### src/rtl/dec_sel_pipe.sv
// Decode-select stage: picks one of NSRC decoder bundles by source index and
// registers it into a two-entry skid buffer with valid/ready on both sides.
module dec_sel_pipe #(
  parameter  int NSRC = 2,
  parameter  int OPW  = 96,
  parameter  int PCW  = 64,
  parameter  int CNTW = 32,
  localparam int SELW = (NSRC > 1) ? $clog2(NSRC) : 1
) (
  input  logic                clk,
  input  logic                rst,
  input  logic                in_valid,
  output logic                in_ready,
  input  logic [SELW-1:0]     in_sel,
  input  logic [NSRC*OPW-1:0] in_ops,
  input  logic [PCW-1:0]      in_pc,
  input  logic                flush,
  output logic                out_valid,
  input  logic                out_ready,
  output logic [OPW-1:0]      out_ops,
  output logic [PCW-1:0]      out_pc,
  output logic                out_ill,
  output logic                out_comp,
  output logic [CNTW-1:0]     issued_cnt
);

  // state | meaning
  // EMPTY | nothing buffered
  // ONE   | main register holds the output entry
  // FULL  | main holds the output entry, skid holds the next one
  typedef enum logic [1:0] {EMPTY = 2'd0, ONE = 2'd1, FULL = 2'd2} state_t;

  localparam int EW = OPW + PCW + 2;

  state_t          state_q, state_d;
  logic [EW-1:0]   main_q, main_d;
  logic [EW-1:0]   skid_q, skid_d;
  logic [CNTW-1:0] cnt_q, cnt_d;

  logic [OPW-1:0]  sel_ops;
  logic            sel_legal;
  logic [EW-1:0]   entry;
  logic            in_fire, out_fire;

  always_comb begin
    sel_ops   = '0;
    sel_legal = 1'b0;
    for (int k = 0; k < NSRC; k++) begin
      if (in_sel == SELW'(k)) begin
        sel_ops   = in_ops[k*OPW +: OPW];
        sel_legal = 1'b1;
      end
    end
  end

  assign entry = {sel_ops, in_pc, ~sel_legal, (in_sel == '0)};

  // in_ready is a function of registered state only, so no path from out_ready
  assign in_ready  = (state_q != FULL) & ~rst;
  assign out_valid = (state_q != EMPTY);
  assign in_fire   = in_valid & in_ready;
  assign out_fire  = out_valid & out_ready;

  always_comb begin
    state_d = state_q;
    main_d  = main_q;
    skid_d  = skid_q;
    cnt_d   = out_fire ? cnt_q + CNTW'(1) : cnt_q;
    case (state_q)
      EMPTY: begin
        if (in_fire) begin
          main_d  = entry;
          state_d = ONE;
        end
      end
      ONE: begin
        if (in_fire && out_fire) begin
          main_d = entry;
        end else if (in_fire) begin
          skid_d  = entry;
          state_d = FULL;
        end else if (out_fire) begin
          state_d = EMPTY;
        end
      end
      FULL: begin
        if (out_fire) begin
          main_d  = skid_q;
          state_d = ONE;
        end
      end
      default: state_d = EMPTY;
    endcase
    // flush drops buffered and incoming entries; a same-cycle out_fire still counts
    if (flush) begin
      state_d = EMPTY;
    end
  end

  always_ff @(posedge clk) begin
    if (rst) begin
      state_q <= EMPTY;
      main_q  <= '0;
      skid_q  <= '0;
      cnt_q   <= '0;
    end else begin
      state_q <= state_d;
      main_q  <= main_d;
      skid_q  <= skid_d;
      cnt_q   <= cnt_d;
    end
  end

  assign out_ops    = main_q[EW-1 -: OPW];
  assign out_pc     = main_q[PCW+1:2];
  assign out_ill    = main_q[1];
  assign out_comp   = main_q[0];
  assign issued_cnt = cnt_q;

endmodule

### config.mk
export PLATFORM = sky130hd
export DESIGN_NAME = dec_sel_pipe
export DESIGN_NICKNAME = d
export VERILOG_FILES = /design/src/rtl/dec_sel_pipe.sv
export SDC_FILE = /design/constraint.sdc
export NUM_CORES = 1
export LEC_CHECK = 0
export ABC_CLOCK_PERIOD_IN_PS = 2650
export BUFFER_PORTS_ARGS = -buffer_cell sky130_fd_sc_hd__buf_2
export CORE_AREA = 2 2 178 180
export DETAILED_ROUTE_END_ITERATION = 16
export DIE_AREA = 0 0 180 182
export PLACE_DENSITY = 0.87
export SKIP_LAST_GASP = 1
export SYNTH_ARGS = -nofsm -noshare
export SYNTH_HDL_FRONTEND = slang
export SYNTH_SLANG_ARGS = --single-unit
### constraint.sdc
create_clock -name clk -period 2.65 [get_ports clk]
set_clock_uncertainty 0.05 [all_clocks]
set_input_delay 0.53 -clock clk [delete_from_list [all_inputs] [get_ports clk]]
set_output_delay 0.53 -clock clk [all_outputs]
set_load 0.01 [all_outputs]
Yosys cells after proc, flatten, opt, wreduce, memory -nomap -nowiden
Index checks and enable logic that the tools add are counted.
{"block": "totals", "reg_bits": 357, "out_inout_bits": 196, "wordCells": 38, "input_bits": 262}
{"block": "op_classes", "n_reduce_logical": 8, "n_addsub": 1, "mux": 11, "n_bitwise": 6, "eq_ne": 8}
{"op": "2-to-1 mux 162 bit", "n": 3}
{"op": "one-hot mux 162 bit (3 select lines)", "n": 1}
{"op": "2-to-1 mux 96 bit", "n": 1}
{"op": "adder 32 x 1 -> 32 bit, second input constant", "n": 1}
{"op": "2-to-1 mux 2 bit", "n": 5}
{"op": "inequality test 2 bit, second input constant", "n": 5}
{"op": "AND reduction 4 bit", "n": 2}
{"op": "one-hot mux 2 bit (3 select lines)", "n": 1}
{"op": "AND 1 bit", "n": 3}
{"op": "inequality test 3 bit, second input constant", "n": 1}
{"op": "NOT 1 bit", "n": 3}
{"op": "AND reduction 3 bit", "n": 1}
{"op": "nonzero test 3 bit", "n": 1}
{"op": "equality test 2 x 1 -> 1 bit, second input constant", "n": 1}
{"op": "equality test 2 bit, second input constant", "n": 1}
{"op": "logical NOT 2 bit", "n": 1}
{"op": "nonzero test 2 bit", "n": 1}
{"op": "OR reduction 2 bit", "n": 1}
{"op": "logical AND 1 bit", "n": 1}

Longest topological paths before layout
Gate-level depths: netlist (run 1).
{"block": "logic_depth", "depth_word": 6, "mapped_depth": 8, "depth_no_buf": 5}

Least setup slack after synthesis (run 1)
OpenSTA, ideal clock, no wires.
{"block": "synth_timing", "kind": "input -> register", "start": "input out_ready", "end": "register cnt_q[31] (netlist: issued_cnt[31])", "path_buffers": 2, "path_slack_ps": 550, "required_ps": 2479, "t_arrival_ps": 1929, "path_stages": 6, "path_cell_list": "buf_6 > o211ai_2 > or4_1 > clkbuf_1 > nor4_1 > mux2_2"}
{"block": "synth_via", "elab_chain_len": 1}
{"element": "from (decl)", "line_no": "19", "text": "input logic out_ready,"}
{"element": "AND 1 bit", "line_no": "62", "text": "assign out_fire = out_valid & out_ready;"}
{"element": "to (signal assigned)", "line_no": "110", "text": "cnt_q <= cnt_d;"}
{"element": "to (decl)", "line_no": "38", "text": "logic [CNTW-1:0] cnt_q, cnt_d;"}
No other way between the ends.
A chain may end at the register's enable or synchronous reset.

Final worst setup path (run 1)
{"block": "layout_timing", "start": "register state_q[0]", "end": "register skid_q[21]"}
{"block": "layout_via", "elab_chain_len": 6, "elab_cells_between_ends": 9, "cone_classes": "eq/ne (2); bitwise (4); reduce/logical (3)"}
{"element": "from (decl)", "line_no": "35", "text": "state_t state_q, state_d;"}
{"element": "from (signal assigned)", "line_no": "107", "text": "state_q <= state_d;"}
{"element": "inequality test 2 bit", "line_no": "59", "text": "assign in_ready = (state_q != FULL) & ~rst;"}
{"element": "AND 1 bit", "line_no": "59"}
{"element": "AND 1 bit", "line_no": "61", "text": "assign in_fire = in_valid & in_ready;"}
{"element": "logical AND 1 bit", "line_no": "77", "text": "if (in_fire && out_fire) begin"}
{"element": "NOT 1 bit (no source line)"}
{"element": "AND reduction 3 bit (no source line) *"}
{"element": "to (signal assigned)", "line_no": "109", "text": "skid_q <= skid_d;"}
{"element": "to (decl)", "line_no": "37", "text": "logic [EW-1:0] skid_q, skid_d;"}
Mark *: on every way between the ends. The rest lies on a longest branch, timed or not.

==> key figures, run 1 <==
Drt
  – DRT Wirelength: 43.5 mm
  – Via Count: 14700
  – Vias per cell: 5.63
  – Detailed Route Iter0 Violations: 1267
  – Avg WL per Cell: 16.7 um
  – DR pass1 iterations: 7
  – Antenna viol nets, final: 0
  – # DRC: 0

Synth
  – Syn Inst Count: 1806
  – Synth area leaders: dfxtp_1 (48%), nand2_1 (12%), mux2i_1 (6.5%), a21oi_1 (6.1%), a211oi_1 (4.9%)
  – Post-synthesis simple-gate area fraction: 19.1%
  – Prevailing post-synth register cell: dfxtp_1
  – Post-synthesis xor/xnor area fraction: 0.647%
  – Compound-Gate Fraction of Synth Area: 20.9%
  – Mapped Nets: 2069
  – Cell Area, Synth: 14900 sq um
  – Synth Register Bits: 356
  – Ys async rst share: 0%
  – Cell taking the most area after synthesis: dfxtp_1
  – Number of distinct library cells after synthesis: 48
  – Mapped Avg Cell Area: 8.25 sq um
  – Largest family of logic cells by synthesized area: compound AO/OA/AOI/OAI gates
  – Post-synth EDFFs: 0
  – Seq/Total Area, Yosys: 47.8%
  – Adder-cell share of the synthesized area: 0.0840%
  – Share of the synthesized area in the top cell type: 47.8%
  – Synth warn: 0
  – Multiplexer share of the synthesized area: 6.59%

Die
  – Die W: 180 um
  – # IOs: 458
  – Num rows: 65
  – Die Ht: 182 um
  – CORE AREA: 31000 sq um
  – Die ar.: 32800 sq um
  – Initial Utilization: 48.1%

Setup path
  – Worst Path Buf+Inv: 1
  – Crit. End Element: flop
  – R2r setup slk: 0.46 ns
  – Top delay family on crit path: simple AND/OR/NAND/NOR gates
  – Crit-path cells: nand2b_1, or3_2, buf_4, nand2_1, a21oi_1
  – Critical path arrival: 2.49 ns
  – Critical path launch point type: flop
  – Worst Path Required: 2.96 ns
  – Worst-path fanout max: 64
  – Max incr delay on CP: 0.54 ns
  – Slowest stage cell, crit path: dfxtp_1
  – Setup CP Type: reg2reg

Clocking
  – Clk root buf: clkbuf_16
  – Clock Latency Late Sink: 0.51 ns
  – Clock transition at path regs: 0.06 ns
  – CTS resizes: 0
  – Clk sinks: 356
  – CTS max path bufs: 3
  – CTS Buf Count: 39
  – CTS Hold Bufs: 0
  – H-tree depth: 2
  – CTS tree: done
  – Post-CTS setup buffers: 0

Pwr
  – VDD IR-drop max: 489 uV
  – Lkg Pwr: 0.00794 uW
  – PD cells: 648 nW/um^2
  – Tot Pwr: 12200 uW

Layout
  – Most common cell after layout, fill and taps aside: nand2_1
  – Fin util: 60.7%
  – Final Instance Area: 18800 sq um
  – Nets: 2441
  – Area growth, synth to finish: 26.3%
  – Layout cells sized above 1: 25.7%
  – Commonest non-fill, non-tap cells in the layout: nand2_1 (464), buf_2 (454), dfxtp_1 (356), a21oi_1 (182), nor2_1 (175)

STA
  – Slew margin rel.: 40.4%
  – Setup TNS: 0 ns
  – Worst slew pin tran: 0.894 ns
  – Fin. max-slew vios: 0
  – Setup WS post-layout: 0.465 ns
  – Min cycle time layout: 2.19 ns
  – Setup violators final: 0
  – Hold Fails Final Rpt: 0
  – RSZ-0062 raised after global routing: no
  – Max Freq: 458 MHz
  – Crit share post-route: 82.5%

Global route
  – Largest net degree at the start of global routing: 190
  – Vias in the first global route: 13600
  – First-pass GRT wire length: 68.9 mm
  – Initial antenna violation count: 4
  – Total GRT Usage: 25.1%
  – GRT overflow: 0

Placed design
  – HPWL Detailed: 29.7 mm
  – Cell Area, Placed: 17600 sq um
  – GPL Wtd Cong: 0.851
  – Placement Setup Slack: 0.276 ns
  – PortBufs: 456

Status
  – Status: finished, final reports clean

Worst hold path
  – Worst min path class: in2reg

Run
  – Max cap viols: 0
[registers in the layout, indices dropped and copies added, names as in the netlist]
signal	flops
main_q	161
issued_cnt	32
skid_q	161
state_q	2
[final cells by class]
class / count / area, sq um
Fill cell: 2558 / 12200
Sequential cell: 356 / 7130
Multi-Input combinational cell: 1279 / 7100
Timing Repair Buffer: 496 / 2810
Clock buffer: 61 / 1180
Tap cell: 402 / 503
Clock inverter: 7 / 72.6
Inverter: 6 / 22.5
Antenna cell: 3 / 7.51
[worst paths after layout]
kind,end,from,depth (start not counted)
setup / recovery,skid_q[21],state_q[0],5
hold / removal,state_q[0],flush,2
setup reg to reg,skid_q[21],state_q[0],5
hold reg to reg,main_q[154],main_q[154],2
[per-layer routing]
layer,routed length (um),vias to the layer above,global-route usage (%)
met5,13,-,0
met4,1540,2,9.53
met3,3030,128,4.11
met2,21700,684,43.9
met1,17200,6782,31.0
li1,-,7091,-
[kinds of logic after synthesis]
group / Yosys count
other cells: 1
flops: 356
buf+inv: 171
mux: 98
fa+ha+maj: 1
xor+xnor: 11
simple gates: 703
compound gates: 465
[cells in the mapped netlist, drive strengths merged, types with 2 or more instances]
library cell and instances:
o211ai 98, clkbuf 113, nor2b 3, nor2 175
or2 2, nand2b 2, inv 6, mux2i 97
a21oi 182, a211oi 97, and4 4, o31ai 13
nor3 4, nand3 6, xor2 7, or3 7
a311oi 64, and2 3, nand4 12, buf 51
nand2 464, o21ai 7, xnor2 4, or4 17
dfxtp 356, nor4 2
[power breakdown]
group,internal (uW),total (uW),switching (uW)
sequential,5540,5640,101
clock,3160,5270,2120
combinational,541,1290,745
[worst register-to-register path: cells and delay by family, from the launching register on]
kind / cells / cell delay (ns)
AOI/OAI and AO/OA: 1 / 0.07
buffers and inverters: 1 / 0.33
DFF: 1 / 0.54
and+or+nand+nor: 3 / 1.04
[stage by stage]
stage | instances | hold WS, ns
finish | 2610 | 0.149
detailed placement | 2539 | 0.391
global route | 2610 | 0.143
floorplan | 1806 | 0.384
CTS | 2607 | 0.123
global placement | 2539 | 0.387
Note: power is estimated with default switching activity, not from simulation.
==> run 2: changes to the inputs <==
--- a/config.mk
+++ b/config.mk
@@ -5,7 +5,7 @@
 export SDC_FILE = /design/constraint.sdc
 export NUM_CORES = 1
 export LEC_CHECK = 0
-export ABC_CLOCK_PERIOD_IN_PS = 2650
+export ABC_CLOCK_PERIOD_IN_PS = 2100
 export BUFFER_PORTS_ARGS = -buffer_cell sky130_fd_sc_hd__buf_2
 export CORE_AREA = 2 2 178 180
 export DETAILED_ROUTE_END_ITERATION = 16
==> constraint.sdc (replaced) <==
create_clock -name clk -period 2.1 [get_ports clk]
set_clock_uncertainty 0.05 [all_clocks]
set_input_delay 0.42 -clock clk [delete_from_list [all_inputs] [get_ports clk]]
set_output_delay 0.42 -clock clk [all_outputs]
set_load 0.01 [all_outputs]
==> key figures, run 2 (synthesis results as in run 1) <==
Status
  – Status: finished, final reports clean

Setup path
  – Setup CP Type: reg2reg
  – Crit. End Element: flop
  – Worst Path Required: 2.48 ns (-0.48 ns)
  – R2r setup slk: 0.02 ns (-0.45 ns)
  – Worst Reg-to-Reg Cells: 4 (-1)
  – Worst r2r src: issued_cnt[9]
  – Worst-path fanout max: 14 (-78%)
  – R2r endpoint: issued_cnt[26]
  – Critical path launch point type: flop
  – Critical path arrival: 2.46 ns (-0.03 ns)
  – Critical path origin: issued_cnt[9]

Global route
  – GRT overflow: 0 (unchanged)
  – Vias in the first global route: 14000 (+2.9%)
  – Initial antenna violation count: 4 (unchanged)
  – Largest net degree at the start of global routing: 235 (+24%)
  – First-pass GRT wire length: 69.4 mm (+0.68%)
  – Total GRT Usage: 25.3% (+0.21 points)

STA
  – Slew margin rel.: 27.1% (-13 points)
  – Hold Fails Final Rpt: 0 (unchanged)
  – Setup violators final: 0 (unchanged)
  – RSZ-0062 raised after global routing: yes
  – Fin. max-slew vios: 0 (unchanged)
  – Worst slew pin tran: 1.09 ns (+0.200 ns)
  – Setup WS post-layout: 0.0164 ns (-0.448 ns)
  – Hold slack: 0.0383 ns (-0.111 ns)
  – Crit share post-route: 99.2% (+17 points)
  – Max Freq: 480 MHz (+4.9%)
  – Min cycle time layout: 2.08 ns (-0.102 ns)
  – Setup TNS: 0 ns (unchanged)

Placed design
  – GPL Wtd Cong: 0.873 (+2.7%)
  – PortBufs: 456 (unchanged)
  – HPWL Detailed: 30.5 mm (+2.6%)
  – Placement Setup Slack: -0.00352 ns (-0.279 ns)

Clocking
  – Clock Latency Late Sink: 0.51 ns (about the same)
  – CTS max path bufs: 3 (unchanged)
  – Clk root buf: clkbuf_16
  – CTS tree: done
  – Clock transition at path regs: 0.06 ns (about the same)
  – CTS Buf Count: 38 (-2.6%)
  – H-tree depth: 2 (unchanged)
  – CTS Hold Bufs: 0 (unchanged)
  – Clk sinks: 356 (unchanged)

Pwr
  – Tot Pwr: 15400 uW (+26%)
  – Lkg Pwr: 0.00817 uW (+2.8%)
  – VDD IR-drop max: 471 uV (-3.7%)
  – PD cells: 803 nW/um^2 (+24%)

Run
  – Max cap viols: 0 (unchanged)

Die
  – Die Ht: 182 um (unchanged)
  – CORE AREA: 31000 sq um (unchanged)
  – # IOs: 458 (unchanged)
  – Die W: 180 um (unchanged)
  – Initial Utilization: 48.1% (unchanged)
  – Num rows: 65 (unchanged)
  – Die ar.: 32800 sq um (unchanged)

Drt
  – Vias per cell: 5.58 (-0.77%)
  – Avg WL per Cell: 16.5 um (-1.1%)
  – Via Count: 14800 (+0.57%)
  – # DRC: 0 (unchanged)
  – DRT Wirelength: 43.6 mm (+0.25%)
  – DR pass1 iterations: 5 (-2)
  – Detailed Route Iter0 Violations: 888 (-30%)
  – Antenna viol nets, final: 0 (unchanged)

Layout
  – Commonest non-fill, non-tap cells in the layout: nand2_1 (464), buf_2 (454), dfxtp_1 (355), a21oi_1 (182), nor2_1 (174)
  – Layout cells sized above 1: 27.1% (+1.4 points)
  – Most common cell after layout, fill and taps aside: nand2_1
  – Nets: 2476 (+1.4%)
  – Fin util: 61.8% (+1.0 points)
  – Area growth, synth to finish: 28.5%

Worst hold path
  – Hold Path Sink: state_q[0]
  – Worst min path class: in2reg
  – Hold Startpoint: flush
  – Worst hold path depth: 2 (unchanged)
-- run 2: critical path: stages, from the launching register on --
cell     delay, ns
dfxtp_1       0.41
nand4_1       0.21
or4_4         0.65
or4_1         0.51
a21oi_1       0.18
-- run 2: worst max path at each step --
| stage | end | slack [ns] | cells past startpoint |
|---|---|---|---|
| after global placement | issued_cnt[27] | 0.05 | 5 |
| after floorplan | issued_cnt[31] | 0.11 | 6 |
| after global routing | issued_cnt[26] | -0.02 | 4 |
| final | issued_cnt[26] | 0.02 | 4 |
| after detailed placement | main_q[18] | -0.004 | 7 |
| after CTS | in_ready | 0.02 | 5 |
-- run 2: layer usage --
| layer | up-vias | global-route usage (%) | share of wire (%) |
|---|---|---|---|
| met3 | 121 | 4.17 | 7.3 |
| met2 | 669 | 44.8 | 50 |
| met5 | - | 0 | 0 |
| li1 | 7148 | - | - |
| met1 | 6832 | 30.3 | 39 |
| met4 | 0 | 11.0 | 3.9 |
-- run 2: area by class of cell --
type | count | area, sq um
timing repair buffer | 532 | 3140
clock buffer | 59 | 1170
clock inverter | 8 | 71.3
inverter | 6 | 22.5
tap | 402 | 503
multi-input combinational | 1279 | 7100
antenna | 3 | 7.51
fill | 2476 | 11800
sequential | 356 | 7130
-- run 2: where the power goes --
group	internal [uW]	leakage, uW	switching (uW)	total [uW]
clock	3960	0.000613	2650	6610
sequential	6990	0.00289	127	7120
combinational	694	0.00466	948	1640
total	11600	0.00817	3720	15400
-- run 2: through the flow --
stage	std cells	area, sq um
finish	2645	19100
global route	2645	19100
CTS	2641	19100
detailed placement	2574	17900
global placement	2574	17900
floorplan	1806	14900
-- run 2: repair_timing --
action	4_1_cts	5_1_grt
pin swaps	0	0
resized for setup	2	2
buffers inserted	0	1
endpoints found under the setup margin	1	6
==> run 3: changes to the inputs <==
--- a/config.mk
+++ b/config.mk
@@ -7,11 +7,15 @@
 export LEC_CHECK = 0
 export ABC_CLOCK_PERIOD_IN_PS = 2100
 export BUFFER_PORTS_ARGS = -buffer_cell sky130_fd_sc_hd__buf_2
-export CORE_AREA = 2 2 178 180
+export CAP_MARGIN = 40
+export CELL_PAD_IN_SITES_DETAIL_PLACEMENT = 1
+export CELL_PAD_IN_SITES_GLOBAL_PLACEMENT = 2
+export CORE_MARGIN = 2
+export CORE_UTILIZATION = 29
 export DETAILED_ROUTE_END_ITERATION = 16
-export DIE_AREA = 0 0 180 182
-export PLACE_DENSITY = 0.87
+export PLACE_DENSITY = 0.91
 export SKIP_LAST_GASP = 1
+export SLEW_MARGIN = 30
 export SYNTH_ARGS = -nofsm -noshare
 export SYNTH_HDL_FRONTEND = slang
 export SYNTH_SLANG_ARGS = --single-unit
==> key figures, run 3 (synthesis results as in run 1) <==
Placed design
  – Cell Area, Placed: 18400 sq um (+3.1%)
  – GPL Wtd Cong: 0.795 (-9.0%)
  – PortBufs: 456 (unchanged)
  – HPWL Detailed: 36.6 mm (+20%)
  – Placed insts: 2875 (+12%)

Clocking
  – CTS Buf Count: 43 (+13%)
  – CTS tree: done
  – CTS max path bufs: 3 (unchanged)
  – Clock transition at path regs: 0.06 ns (about the same)
  – Clk root buf: clkbuf_16
  – H-tree depth: 2 (unchanged)
  – Clk sinks: 356 (unchanged)
  – Clock Latency Late Sink: 0.56 ns (+0.05 ns)

Layout
  – Most common cell after layout, fill and taps aside: nand2_1
  – Number of diodes: 0 (-3)
  – Fin util: 39.3% (-23 points)
  – Layout Cells excl Fill: 2959 (+12%)
  – Final Instance Area: 20100 sq um (+4.8%)
  – Fillers: 6181 (+150%)
  – Nets: 2514 (+1.5%)
  – Area growth, synth to finish: 34.6%
  – Layout cells sized above 1: 28.7% (+1.6 points)
  – Commonest non-fill, non-tap cells in the layout: nand2_1 (464), buf_2 (454), dfxtp_1 (352), a21oi_1 (182), nor2_1 (174)

Pwr
  – PD cells: 817 nW/um^2 (+1.8%)
  – Tot Pwr: 16400 uW (+6.7%)
  – Lkg Pwr: 0.00846 uW (+3.6%)
  – VDD IR-drop max: 793 uV (+69%)

STA
  – Crit share post-route: 98.2% (-1.0 points)
  – Setup TNS: 0 ns (unchanged)
  – Slew margin rel.: 40.8% (+14 points)
  – Setup violators final: 0 (unchanged)
  – Min cycle time layout: 2.06 ns (-0.0212 ns)
  – RSZ-0062 raised after global routing: no
  – Worst slew pin tran: 0.888 ns (-0.206 ns)
  – Max Freq: 485 MHz (+1.0%)
  – Hold Fails Final Rpt: 0 (unchanged)
  – Fin. max-slew vios: 0 (unchanged)

Status
  – Status: finished, final reports clean

Drt
  – Vias per cell: 5.03 (-9.9%)
  – DR pass1 iterations: 4 (-1)
  – DRT Wirelength: 52.7 mm (+21%)
  – # DRC: 0 (unchanged)
  – Via Count: 14900 (+0.79%)
  – Avg WL per Cell: 17.8 um (+7.9%)
  – Antenna viol nets, final: 0 (unchanged)
  – Detailed Route Iter0 Violations: 744 (-16%)

Setup path
  – Worst-path fanout max: 7 (-7)
  – Setup CP Type: reg2reg
  – Worst Path Required: 2.54 ns (+0.06 ns)
  – Crit. End Element: flop
  – Critical path launch point type: flop
  – Critical path arrival: 2.50 ns (+0.04 ns)

Global route
  – Initial antenna violation count: 3 (-1)
  – Vias in the first global route: 15400 (+10%)
  – Largest net degree at the start of global routing: 163 (-31%)
  – First-pass GRT wire length: 82.6 mm (+19%)
  – GRT overflow: 0 (unchanged)
  – Total GRT Usage: 19.2% (-6.1 points)

Die
  – Num rows: 83 (+28%)
  – Die W: 231 um (+28%)
  – CORE AREA: 51100 sq um (+65%)
  – Die Ht: 231 um (+27%)
  – # IOs: 458 (unchanged)
  – Initial Utilization: 29.2% (-19 points)
  – Die ar.: 53200 sq um (+62%)

Run
  – Max cap viols: 0 (unchanged)

Worst hold path
  – Worst min path class: in2reg
[run 3: cell types whose count changed in the layout (fill, tap and decap cells not counted), sizes merged]
cell / previous run / this run
bufinv: 1 / 3
clkbuf: 59 / 62
diode: 3 / 0
buf: 532 / 561
clkinvlp: 1 / 2
dlygate4sd3: 0 / 1
clkinv: 6 / 7
bufbuf: 0 / 2
[run 3: cell type report]
cell class              count  area, sq um  share of cell area (%)
inverters                   6         22.5                   0.112
multi-input cells        1279         7120                    35.5
well taps                 680          851                    4.24
clock buffers              61         1290                    6.41
flip-flops and latches    356         7140                    35.6
repair buffers            565         3500                    17.5
clock inverters            12          144                   0.717
[run 3: power breakdown]
part           internal (uW)  switching [uW]  total [uW]
logic                    743             991        1730
registers               6990             139        7130
clock network           4610            2930        7530
total                  12300            4060       16400
[run 3: through the flow]
stage	setup WS, ns	hold WS, ns
global placement	0.0252	0.388
global route	0.00442	0.0463
CTS	-0.00238	0.0206
detailed placement	-0.0137	0.392
finish	0.0375	0.0599
floorplan	0.110	0.384
[run 3: per-layer routing]
metal  share of wire (%)  vias up  global-route usage, %
met5               0.076        -                      0
met4                 2.9        6                   6.43
met3                 5.5       97                   4.10
met2                  49      393                   33.2
met1                  43     7168                   23.6
li1                    -     7222                      -
[run 3: path summary, 6_finish.rpt]
check | cells after the start | slack [ns] | startpoint | to
min reg2reg | 2 | 0.40 | main_q[155] | main_q[155]
max | 6 | 0.04 | issued_cnt[1] | issued_cnt[22]
min | 3 | 0.06 | in_pc[55] | skid_q[57]
max reg2reg | 6 | 0.04 | issued_cnt[1] | issued_cnt[22]
[run 3: worst max-delay path: stages, from the launching register on]
cell and delay, ns:
dfxtp_4 0.38, ha_4 0.16, nand3_2 0.08, or4_4 0.61, buf_6 0.16, or4_1 0.39
a21oi_1 0.15
[run 3: what timing repair did]
item                                    in CTS  in global routing
hold buffers                                 1                  0
setup buffers                                3                  4
resized for setup                            2                 13
pin swaps                                    0                  2
endpoints found under the hold margin        2                  0
cloned                                       2                  1
endpoints found under the setup margin       2                 35
